<file path="src/rtl/poly_cmd_dispatcher.sv">
// Top-level sequencer of the polynomial evaluation accelerator: command fetch,
// decode, resource gating, executor dispatch and error reporting.
// Optional executor watchdog is enabled by defining DISPATCH_WDT_EN.
module poly_cmd_dispatcher #(
  parameter int unsigned CNT_W      = 8,
  parameter int unsigned N_POLY     = 8,
  parameter int unsigned WDT_CYCLES = 1024
) (
  input  logic              clk,
  input  logic              rst,
  input  logic              cmd_avail,
  output logic              start_get_cmd,
  input  logic              en_rd_cmd,
  output logic              en_mode_check_err,
  input  logic              done_get_cmd,
  input  logic [7:0]        instr,
  input  logic [2:0]        arg1,
  input  logic [4:0]        arg2,
  input  logic [1:0]        error,
  input  logic [CNT_W-1:0]  data_count,
  input  logic [CNT_W-1:0]  out_free,
  output logic              start_stp,
  input  logic              done_stp,
  output logic              start_evp,
  input  logic              done_evp,
  output logic              start_evb,
  input  logic              done_evb,
  output logic              start_clr,
  input  logic              done_clr,
  output logic [2:0]        exec_arg1,
  output logic [4:0]        exec_arg2,
  output logic              err_valid,
  output logic [2:0]        err_code,
  output logic [N_POLY-1:0] loaded,
  output logic [15:0]       cmd_count
);

  localparam int unsigned TOK_W = CNT_W + 1;

  localparam logic [2:0] ST_IDLE     = 3'd0;
  localparam logic [2:0] ST_FETCH    = 3'd1;
  localparam logic [2:0] ST_DECODE   = 3'd2;
  localparam logic [2:0] ST_WAIT_RES = 3'd3;
  localparam logic [2:0] ST_START    = 3'd4;
  localparam logic [2:0] ST_BUSY     = 3'd5;
  localparam logic [2:0] ST_REPORT   = 3'd6;

  localparam logic [7:0] OP_STP = 8'd0;
  localparam logic [7:0] OP_EVP = 8'd1;
  localparam logic [7:0] OP_EVB = 8'd2;
  localparam logic [7:0] OP_CLR = 8'd3;

  localparam logic [2:0] ERR_BAD_OP     = 3'd1;
  localparam logic [2:0] ERR_NOT_LOADED = 3'd3;
  localparam logic [2:0] ERR_BAD_DEGREE = 3'd2;

  localparam logic [15:0] WDT_LIMIT = 16'(WDT_CYCLES - 1);

  logic [2:0]        state_q, state_d;
  logic [7:0]        instr_q, instr_d;
  logic [2:0]        arg1_q, arg1_d;
  logic [4:0]        arg2_q, arg2_d;
  logic [1:0]        ferr_q, ferr_d;
  logic [N_POLY-1:0] loaded_q, loaded_d;
  logic [15:0]       cmd_count_q, cmd_count_d;
  logic [2:0]        err_code_q, err_code_d;
  logic              err_valid_q, err_valid_d;
  logic              start_get_cmd_q, start_get_cmd_d;
  logic              start_stp_q, start_stp_d;
  logic              start_evp_q, start_evp_d;
  logic              start_evb_q, start_evb_d;
  logic              start_clr_q, start_clr_d;

  logic [TOK_W-1:0]  need_in;
  logic [TOK_W-1:0]  need_out;
  logic              done_match;
  logic              res_ok;
  logic              slot_loaded;

`ifdef DISPATCH_WDT_EN
  logic [15:0]       wdt_q, wdt_d;
`else
  logic [15:0]       unused_wdt_limit;
  assign unused_wdt_limit = WDT_LIMIT;
`endif

  // The fetcher may only consume a word while the command FIFO has one.
  assign en_mode_check_err = en_rd_cmd & cmd_avail;

  // Per-opcode token requirements and the done line of the selected executor.
  always_comb begin
    need_in    = '0;
    need_out   = '0;
    done_match = 1'b0;
    case (instr_q)
      OP_STP: begin
        need_in    = TOK_W'(arg2_q) + TOK_W'(1);
        done_match = done_stp;
      end
      OP_EVP: begin
        need_in    = TOK_W'(1);
        need_out   = TOK_W'(1);
        done_match = done_evp;
      end
      OP_EVB: begin
        need_in    = TOK_W'(arg2_q);
        need_out   = TOK_W'(arg2_q);
        done_match = done_evb;
      end
      OP_CLR: done_match = done_clr;
      default: ;
    endcase
  end

  assign res_ok      = ({1'b0, data_count} >= need_in) && ({1'b0, out_free} >= need_out);
  assign slot_loaded = loaded_q[arg1_q];

  // Next-state and next-output logic.
  always_comb begin
    state_d     = state_q;
    instr_d     = instr_q;
    arg1_d      = arg1_q;
    arg2_d      = arg2_q;
    ferr_d      = ferr_q;
    loaded_d    = loaded_q;
    cmd_count_d = cmd_count_q;
    err_code_d  = 3'd0;
`ifdef DISPATCH_WDT_EN
    wdt_d       = 16'd0;
`endif

    case (state_q)
      ST_IDLE: begin
        if (cmd_avail) state_d = ST_FETCH;
      end
      ST_FETCH: begin
        if (done_get_cmd) begin
          instr_d = instr;
          arg1_d  = arg1;
          arg2_d  = arg2;
          ferr_d  = error;
          state_d = ST_DECODE;
        end
      end
      ST_DECODE: begin
        if (ferr_q != 2'd0) begin
          state_d    = ST_REPORT;
          err_code_d = {1'b0, ferr_q};
        end else if (instr_q > OP_CLR) begin
          state_d    = ST_REPORT;
          err_code_d = ERR_BAD_OP;
        end else if ((instr_q == OP_EVP || instr_q == OP_EVB) && !slot_loaded) begin
          state_d    = ST_REPORT;
          err_code_d = ERR_NOT_LOADED;
        end else if (instr_q == OP_EVB && arg2_q == 5'd0) begin
          state_d    = ST_REPORT;
          err_code_d = ERR_BAD_DEGREE;
        end else begin
          state_d = ST_WAIT_RES;
        end
      end
      ST_WAIT_RES: begin
        if (res_ok) state_d = ST_START;
      end
      ST_START: begin
        state_d = ST_BUSY;
      end
      ST_BUSY: begin
        if (done_match) begin
          if (instr_q == OP_STP) begin
            loaded_d[arg1_q] = 1'b1;
          end else if (instr_q == OP_CLR) begin
            loaded_d = '0;
          end
          cmd_count_d = cmd_count_q + 16'd1;
          state_d     = ST_IDLE;
        end
`ifdef DISPATCH_WDT_EN
        else if (wdt_q == WDT_LIMIT) begin
          state_d    = ST_REPORT;
          err_code_d = 3'd4;
        end else begin
          wdt_d = wdt_q + 16'd1;
        end
`endif
      end
      ST_REPORT: begin
        state_d = ST_IDLE;
      end
      default: begin
        state_d = ST_IDLE;
      end
    endcase

    // Strobes are registered copies of the state being entered.
    start_get_cmd_d = (state_d == ST_FETCH);
    start_stp_d     = (state_d == ST_START) && (instr_q == OP_STP);
    start_evp_d     = (state_d == ST_START) && (instr_q == OP_EVP);
    start_evb_d     = (state_d == ST_START) && (instr_q == OP_EVB);
    start_clr_d     = (state_d == ST_START) && (instr_q == OP_CLR);
    err_valid_d     = (state_d == ST_REPORT);
  end

  always_ff @(posedge clk or negedge rst) begin
    if (!rst) begin
      state_q         <= ST_IDLE;
      instr_q         <= 8'd0;
      arg1_q          <= 3'd0;
      arg2_q          <= 5'd0;
      ferr_q          <= 2'd0;
      loaded_q        <= '0;
      cmd_count_q     <= 16'd0;
      err_code_q      <= 3'd0;
      err_valid_q     <= 1'b0;
      start_get_cmd_q <= 1'b0;
      start_stp_q     <= 1'b0;
      start_evp_q     <= 1'b0;
      start_evb_q     <= 1'b0;
      start_clr_q     <= 1'b0;
    end else begin
      state_q         <= state_d;
      instr_q         <= instr_d;
      arg1_q          <= arg1_d;
      arg2_q          <= arg2_d;
      ferr_q          <= ferr_d;
      loaded_q        <= loaded_d;
      cmd_count_q     <= cmd_count_d;
      err_code_q      <= err_code_d;
      err_valid_q     <= err_valid_d;
      start_get_cmd_q <= start_get_cmd_d;
      start_stp_q     <= start_stp_d;
      start_evp_q     <= start_evp_d;
      start_evb_q     <= start_evb_d;
      start_clr_q     <= start_clr_d;
    end
  end

`ifdef DISPATCH_WDT_EN
  // Watchdog counts consecutive BUSY cycles and clears everywhere else.
  always_ff @(posedge clk or negedge rst) begin
    if (!rst) begin
      wdt_q <= 16'd0;
    end else begin
      wdt_q <= wdt_d;
    end
  end
`endif

  assign start_get_cmd = start_get_cmd_q;
  assign start_stp     = start_stp_q;
  assign start_evp     = start_evp_q;
  assign start_evb     = start_evb_q;
  assign start_clr     = start_clr_q;
  assign exec_arg1     = arg1_q;
  assign exec_arg2     = arg2_q;
  assign err_valid     = err_valid_q;
  assign err_code      = err_code_q;
  assign loaded        = loaded_q;
  assign cmd_count     = cmd_count_q;

endmodule
</file>
<file path="config.mk">
export PLATFORM = sky130hd
export DESIGN_NAME = poly_cmd_dispatcher
export DESIGN_NICKNAME = d
export VERILOG_FILES = /design/src/rtl/poly_cmd_dispatcher.sv
export SDC_FILE = /design/constraint.sdc
export NUM_CORES = 1
export LEC_CHECK = 0
export ABC_AREA = 1
export CORE_AREA = 2 2 82 84
export CTS_CLUSTER_SIZE = 24
export DETAILED_ROUTE_END_ITERATION = 10
export DIE_AREA = 0 0 84 86
export HOLD_SLACK_MARGIN = 0.08
export PLACE_DENSITY = 0.85
export SLEW_MARGIN = 20
export SYNTH_ARGS = -nofsm -noshare
export SYNTH_HDL_FRONTEND = slang
export SYNTH_SLANG_ARGS = --single-unit
export TNS_END_PERCENT = 50
</file>
<file path="constraint.sdc">
create_clock -name clk -period 4 [get_ports clk]
set_input_delay 0.4 -clock clk [delete_from_list [all_inputs] [get_ports clk]]
set_output_delay 0.4 -clock clk [all_outputs]
set_load 0.01 [all_outputs]
</file>
==> results of run 1 <==
-- area by class of cell --
| cell class | instances | area, µm² |
|---|---|---|
| clock buffers | 6 | 82.58 |
| clock inverters | 1 | 7.507 |
| fillers | 527 | 2043 |
| inverters | 49 | 183.9 |
| multi-input cells | 315 | 1697 |
| flip-flops and latches | 53 | 1326 |
| well taps | 77 | 96.34 |
| repair buffers | 85 | 840.8 |
-- registers in the layout, summed over array words and instances, names as in the netlist, 2 cells and up --
register   flops
state_q        3
exec_arg2      5
loaded         8
ferr_q         2
cmd_count     16
exec_arg1      3
err_code       2
instr_q        8
-- placed cells by master (no fill, tap or decap), types with 3 or more instances in the layout --
cell | Yosys | routed
a21oi_1 | 30 | 30
clkbuf_8 | 0 | 6
clkdlybuf4s50_1 | 0 | 82
dfrtp_1 | 53 | 53
ha_1 | 14 | 14
inv_1 | 47 | 47
mux2_2 | 3 | 3
nand2_1 | 103 | 103
nand2_2 | 5 | 5
nand3_1 | 40 | 40
nand4_1 | 12 | 12
nor2_1 | 50 | 50
nor2_4 | 3 | 3
nor3_1 | 11 | 11
o21ai_0 | 8 | 8
o21ai_2 | 4 | 4
xnor2_1 | 3 | 3
xor2_1 | 12 | 12
-- cell usage after synthesis, drive strengths merged --
library cell and number:
a21oi 30, a31oi 1, a32oi 1, buf 12, conb 1, dfrtp 53
ha 14, inv 49, mux2 3, nand2 109, nand3 41, nand3b 1
nand4 13, nor2 53, nor3 13, o211ai 2, o21a 1, o21ai 12
o21bai 1, o22ai 2, o31ai 1, xnor2 3, xor2 13
-- stage by stage --
stage | instance area [µm²] | utilization (%) | hold slack [ns]
floorplan | 3306 | - | 0.1044
global placement | 4144 | 66.02 | 0.4842
finish | 4234 | 67.45 | 0.1904
CTS | 4234 | 67.45 | 0.2341
global route | 4234 | 67.45 | 0.2572
detailed placement | 4144 | 66.02 | 0.4900
-- critical path, cell delays in order, from the launching register on --
cell,delay [ns]
dfrtp_1,0.38
inv_1,0.08
nand2_1,0.09
nor2_4,0.17
nand2_1,0.14
inv_1,0.22
nand2_1,0.13
o31ai_1,0.09
inv_1,0.08
ha_1,0.31
nand2_1,0.06
nor2_1,0.08
nand2_1,0.06
nand3_1,0.08
nand2_1,0.05
nand2_1,0.07
nand3_1,0.20
nor2_1,0.16
-- per-layer routing --
layer | GRT usage [%] | wire (µm)
met1 | 28.22 | 3222
met2 | 38.98 | 3846
met3 | 3.080 | 522
met4 | 5.718 | 119
met5 | 0 | 0
-- worst min path at each step --
stage                                     start                       end  cells after the start
final                                       rst   start_get_cmd$_DFF_PN0_                      2
after CTS                                   rst   start_get_cmd$_DFF_PN0_                      2
after floorplan                             rst  cmd_count[0]$_DFFE_PN0P_                      0
after global placement    loaded[5]$_DFFE_PN0P_     loaded[5]$_DFFE_PN0P_                      2
after detailed placement  loaded[5]$_DFFE_PN0P_     loaded[5]$_DFFE_PN0P_                      2
after global routing                        rst   start_get_cmd$_DFF_PN0_                      2
-- power breakdown --
part	switching, mW	internal, mW	total [mW]
Sequential	0	0.535	0.535
Combinational	0.0271	0.0434	0.0705
Clock	0.169	0.137	0.306
-- cells by family after synthesis --
logic type,after synthesis
buffers and inverters,61
XOR/XNOR,16
flip-flops,53
multiplexers,3
other,1
AND/OR/NAND/NOR,230
adder cells (fa/ha/maj),14
AO/OA/AOI/OAI,51
==> reports/qor.yml, run 1 <==
yosys:
  synth_top_family_by_area: "simple AND/OR/NAND/NOR gates"
  ys_warn_count: 0
  synthSimpleGateAreaFrac_pct: 31.64
  synth_nets: 486
  yosysUniqueCellTypes: 35
  synth_top_area_share_pct: 40.12
  syn_area_per_cell_um2: 7.706
  yosysTopAreaCell: "dfrtp_1"
  synth_area_um2: 3306
  synth_compound_area_share_pct: 8.781
  synth_seq_cells: 53
  synth_xor_area_share_pct: 4.466
  synthMuxAreaShare_pct: 1.022
  synthAdderAreaFrac_pct: 5.299
  ys_top_cells_by_area: "dfrtp_1, nand2_1, nand3_1"
  seq_area_frac_synth_pct: 40.12
  synth_cells: 429
sta:
  tightestPinTransition_ns: 1.043
  setup_slack_ns: 1.480
  rsz0062_at_grt: "false"
  final.setup_skew_ns: 0.007177
  post-route-min-period_ns: 2.520
  setup_viol: 0
  drv_slew: 0
  relSlewSlack_pct: 30.25
  fin_crit_sh_pct: 63.00
  timing_hold_violations_final: 0
  fmax_ghz: 0.3968
  setup_tns_ns: 0
worst_setup_path:
  cp-startpoint: "instr_q[7]$_DFFE_PN0P_"
  r2r_slack_ns: 1.48
  timing.rr.end: "start_evb$_DFF_PN0_"
  cp-end-kind: "flop"
  crit_type: "flop to flop"
  cp_max_fo: 7
  endpoint: "start_evb$_DFF_PN0_"
  r2r_start: "instr_q[7]$_DFFE_PN0P_"
  cp-start-kind: "flop"
  worstPathRequired_ns: 4.22
  arrival_ns: 2.74
  reg2regPathDepth: 17
route:
  antenna_left: 0
  drt_iter0_markers: 140
  wl_per_cell_um: 13.16
  vias: 3150
  viasPerCell: 5.375
  firstDrtPassIters: 5
  wl_mm: 7.710
  remaining_drc_errors: 0
cts:
  cts-root-buf: "clkbuf_8"
  cts_buffer_depth: 2
  clkSinkCount: 53
  clk_pin_slew_ns: 0.09
  cts.repair.resized: 0
  hold_buffers: 0
  htreeDepth: 2
  cts_buffers: 5
  cts_tree: "yes"
  postCtsSetupBuffers: 0
  insertion_delay_ns: 0.30
floorplan:
  die_area_um2: 7224
  initial_core_util_pct: 52.66
  coreArea_um2: 6277
  die_h_um: 86
  io_pins: 85
  die_x_um: 84
  rows: 29
placed_design:
  place.gp.congestion: 0.9032
  place_ws_ns: 1.495
  dp_cells: 579
  hpwl_mm: 5.878
  place.port_buffers: 83
finish:
  drive_gt1_share_pct: 6.483
  nNetsFinal: 566
  fin_cells: 586
  diodes: 0
  syn_to_final_growth_pct: 28.08
global_routing:
  grt_usage_pct: 21.90
  antenna_found_initial: 0
  grt_pass1_vias: 2909
  grt_max_degree: 54
  grt_pass1_wl_mm: 13.08
  overflow: 0
power:
  p_leak_nw: 1.951
  powerDensity_nw_per_um2: 215.4
  vdd_drop_max_mv: 0.1914
  total_power_mw: 0.9122
job:
  max-cap-violations: 0
status:
  status: "finished clean"
min_path:
  hold_path.class: "primary input to asynchronous set/reset pin"
Note: power is estimated with default switching activity, not from simulation.
==> inputs of run 2 (changes only) <==
CORE_AREA = 2 2 86 88   (was 2 2 82 84)
DIE_AREA = 0 0 88 90   (was 0 0 84 86)
PLACE_DENSITY = 0.78   (was 0.85)
clock period = 2.6 ns   (was 4 ns; I/O delays follow)
==> reports/qor.yml, run 2 (synthesis gave the netlist of run 1 again) <==
worst_setup_path:
  slowest_stage: "dfrtp_1"
  cp_max_fo: 13  # +6
  cpMostUsedCell: "nand2_1"
  path_cells: "nor2_1 > nand2_2 > nor2_4 > inv_2 > o31ai_1 > inv_1 > ha_1 > nand2_1 > nor2_1 > nand2_1 > nand3_1 > nand2_1 > nand2_1 > nand2_1 > a21oi_1 > nand3_1"
  cp-end-kind: "flop"
  cp-start-kind: "flop"
  path_buf_inv: 2  # -1
  cp_top_family: "simple AND/OR/NAND/NOR gates"
  crit_type: "flop to flop"
  worstPathRequired_ns: 2.79  # -1.43 ns
  arrival_ns: 2.56  # -0.18 ns
  cp_slowest_stage_delay_ns: 0.43  # +0.05 ns
finish:
  diodes: 0  # unchanged
  final_common_cell: "nand2_1"
  largest_reg_flops: 16  # unchanged
  fin_cells: 614  # +4.8%
  drive_gt1_share_pct: 7.961  # +1.5 points
  final_cell_mix: "nand2_1, clkdlybuf4s50_1, dfrtp_1, nor2_1, inv_1"
  syn_to_final_growth_pct: 30.05
  nFillCells: 634  # +20%
  nNetsFinal: 571  # +0.88%
cts:
  cts_buffers: 5  # unchanged
  clk_pin_slew_ns: 0.09  # about the same
  clkSinkCount: 53  # unchanged
  htreeDepth: 2  # unchanged
  hold_buffers: 0  # unchanged
  insertion_delay_ns: 0.30  # about the same
  cts_tree: "yes"
  cts_buffer_depth: 2  # unchanged
  cts-root-buf: "clkbuf_8"
floorplan:
  coreArea_um2: 7020  # +12%
  io_pins: 85  # unchanged
  die_h_um: 90  # +4.7%
  rows: 31  # +6.9%
  die_area_um2: 7920  # +9.6%
  die_x_um: 88  # +4.8%
  initial_core_util_pct: 47.09  # -5.6 points
power:
  vdd_drop_max_mv: 0.1697  # -11%
  switchingPower_mw: 0.3093  # +58%
  p_leak_nw: 1.978  # +1.4%
  clkPwrFrac_pct: 32.8  # -0.8 points
  switching_share_pct: 22.30  # +0.78 points
  pwr-share-comb_pct: 7.8  # about the same
  p_seq_share_pct: 59.4  # +0.7 points
  powerDensity_nw_per_um2: 322.7  # +50%
  internal_power_mw: 1.078  # +51%
sta:
  timing_hold_violations_final: 0  # unchanged
  fin_crit_sh_pct: 91.24  # +28 points
  tightestPinTransition_ns: 0.6838  # -0.3593 ns
  setup_viol: 0  # unchanged
  drv_slew: 0  # unchanged
  relSlewSlack_pct: 54.41  # +24 points
  post-route-min-period_ns: 2.372  # -0.1478 ns
  fin_hold_ws_ns: 0.05023  # -0.1402 ns
  fmax_ghz: 0.4215  # +6.2%
  final.setup_skew_ns: 0.004342  # -0.002836 ns
global_routing:
  antenna_found_initial: 0  # unchanged
  overflow: 0  # unchanged
  grt_pass1_vias: 3151  # +8.3%
  grt_usage_pct: 21.48  # -0.42 points
  grt_pass1_wl_mm: 13.90  # +6.2%
  grt_max_degree: 54  # unchanged
placed_design:
  place.port_buffers: 83  # unchanged
  place.gp.congestion: 0.8884  # -1.6%
  dp_cells: 603  # +4.1%
  hpwl_mm: 6.086  # +3.5%
status:
  status: "finished clean"
route:
  drt_iter0_markers: 144  # +2.9%
  wl_mm: 8.142  # +5.6%
  viasPerCell: 5.223  # -2.8%
  firstDrtPassIters: 5  # unchanged
  antenna_left: 0  # unchanged
  remaining_drc_errors: 0  # unchanged
  wl_per_cell_um: 13.26  # +0.79%
  vias: 3207  # +1.8%
job:
  max-cap-violations: 0  # unchanged
min_path:
  hold_path.class: "primary input to asynchronous set/reset pin"
## run 2: stage by stage
step / setup TNS, ns / cell area (µm²) / worst slack [ns] / total power, mW / util (%)
floorplan: 0 / 3306 / 0.4620 / 0.8611 / -
global placement: 0 / 4187 / 0.3597 / 0.9469 / 59.63
detailed placement: 0 / 4187 / 0.2009 / 0.9494 / 59.63
CTS: 0 / 4269 / 0.1567 / 1.396 / 60.81
global route: -0.01470 / 4299 / -0.01470 / 1.447 / 61.24
finish: 0 / 4299 / 0.2277 / 1.387 / 61.24
## run 2: metal layers
layer	up-vias	track usage, %	share of wire, %
met5	-	0	0
met4	0	5.641	1.2
met3	13	4.408	6.9
met2	146	36.05	49
met1	1488	27.93	43
li1	1560	-	-
## run 2: final cells by class
cell class                 count  area (µm²)  area share, %
multi-input combinational    315        1704          39.64
sequential                    53        1326          30.85
timing repair buffer          90       878.3          20.43
inverter                      49       183.9          4.278
tap                           99       123.9          2.881
clock buffer                   6       72.57          1.688
clock inverter                 2       10.01         0.2328
## run 2: final timing paths
check / cells past startpoint / slack [ns] / from / end
setup / recovery: 16 / 0.23 / instr_q[1]$_DFFE_PN0P_ / state_q[0]$_DFF_PN0_
hold reg to reg: 2 / 0.51 / loaded[7]$_DFFE_PN0P_ / loaded[7]$_DFFE_PN0P_
min in group clk: 2 / 0.51 / loaded[7]$_DFFE_PN0P_ / loaded[7]$_DFFE_PN0P_
max in group asynchronous: 2 / 2.07 / rst / exec_arg2[3]$_DFFE_PN0P_
hold / removal: 2 / 0.05 / rst / start_get_cmd$_DFF_PN0_
setup reg to reg: 16 / 0.23 / instr_q[1]$_DFFE_PN0P_ / state_q[0]$_DFF_PN0_
## run 2: power groups by stage
stage / clock network, mW / registers (mW) / logic [mW]
CTS: 0.463 / 0.824 / 0.110
global route: 0.502 / 0.824 / 0.121
finish: 0.455 / 0.824 / 0.109
global placement: 0 / 0.840 / 0.107
floorplan: 0 / 0.840 / 0.0209
detailed placement: 0 / 0.840 / 0.110
## run 2: worst register-to-register path: cells and delay by family, from the launching register on
kind | cells | cell delay (ns)
adder cells (fa/ha/maj) | 1 | 0.30
AO/OA/AOI/OAI | 2 | 0.34
flip-flops | 1 | 0.43
buffers and inverters | 2 | 0.21
AND/OR/NAND/NOR | 11 | 0.97
## run 2: what timing repair did
item	CTS	global route
gates resized for setup	0	3
buffers inserted	0	3
setup endpoints to repair	0	7
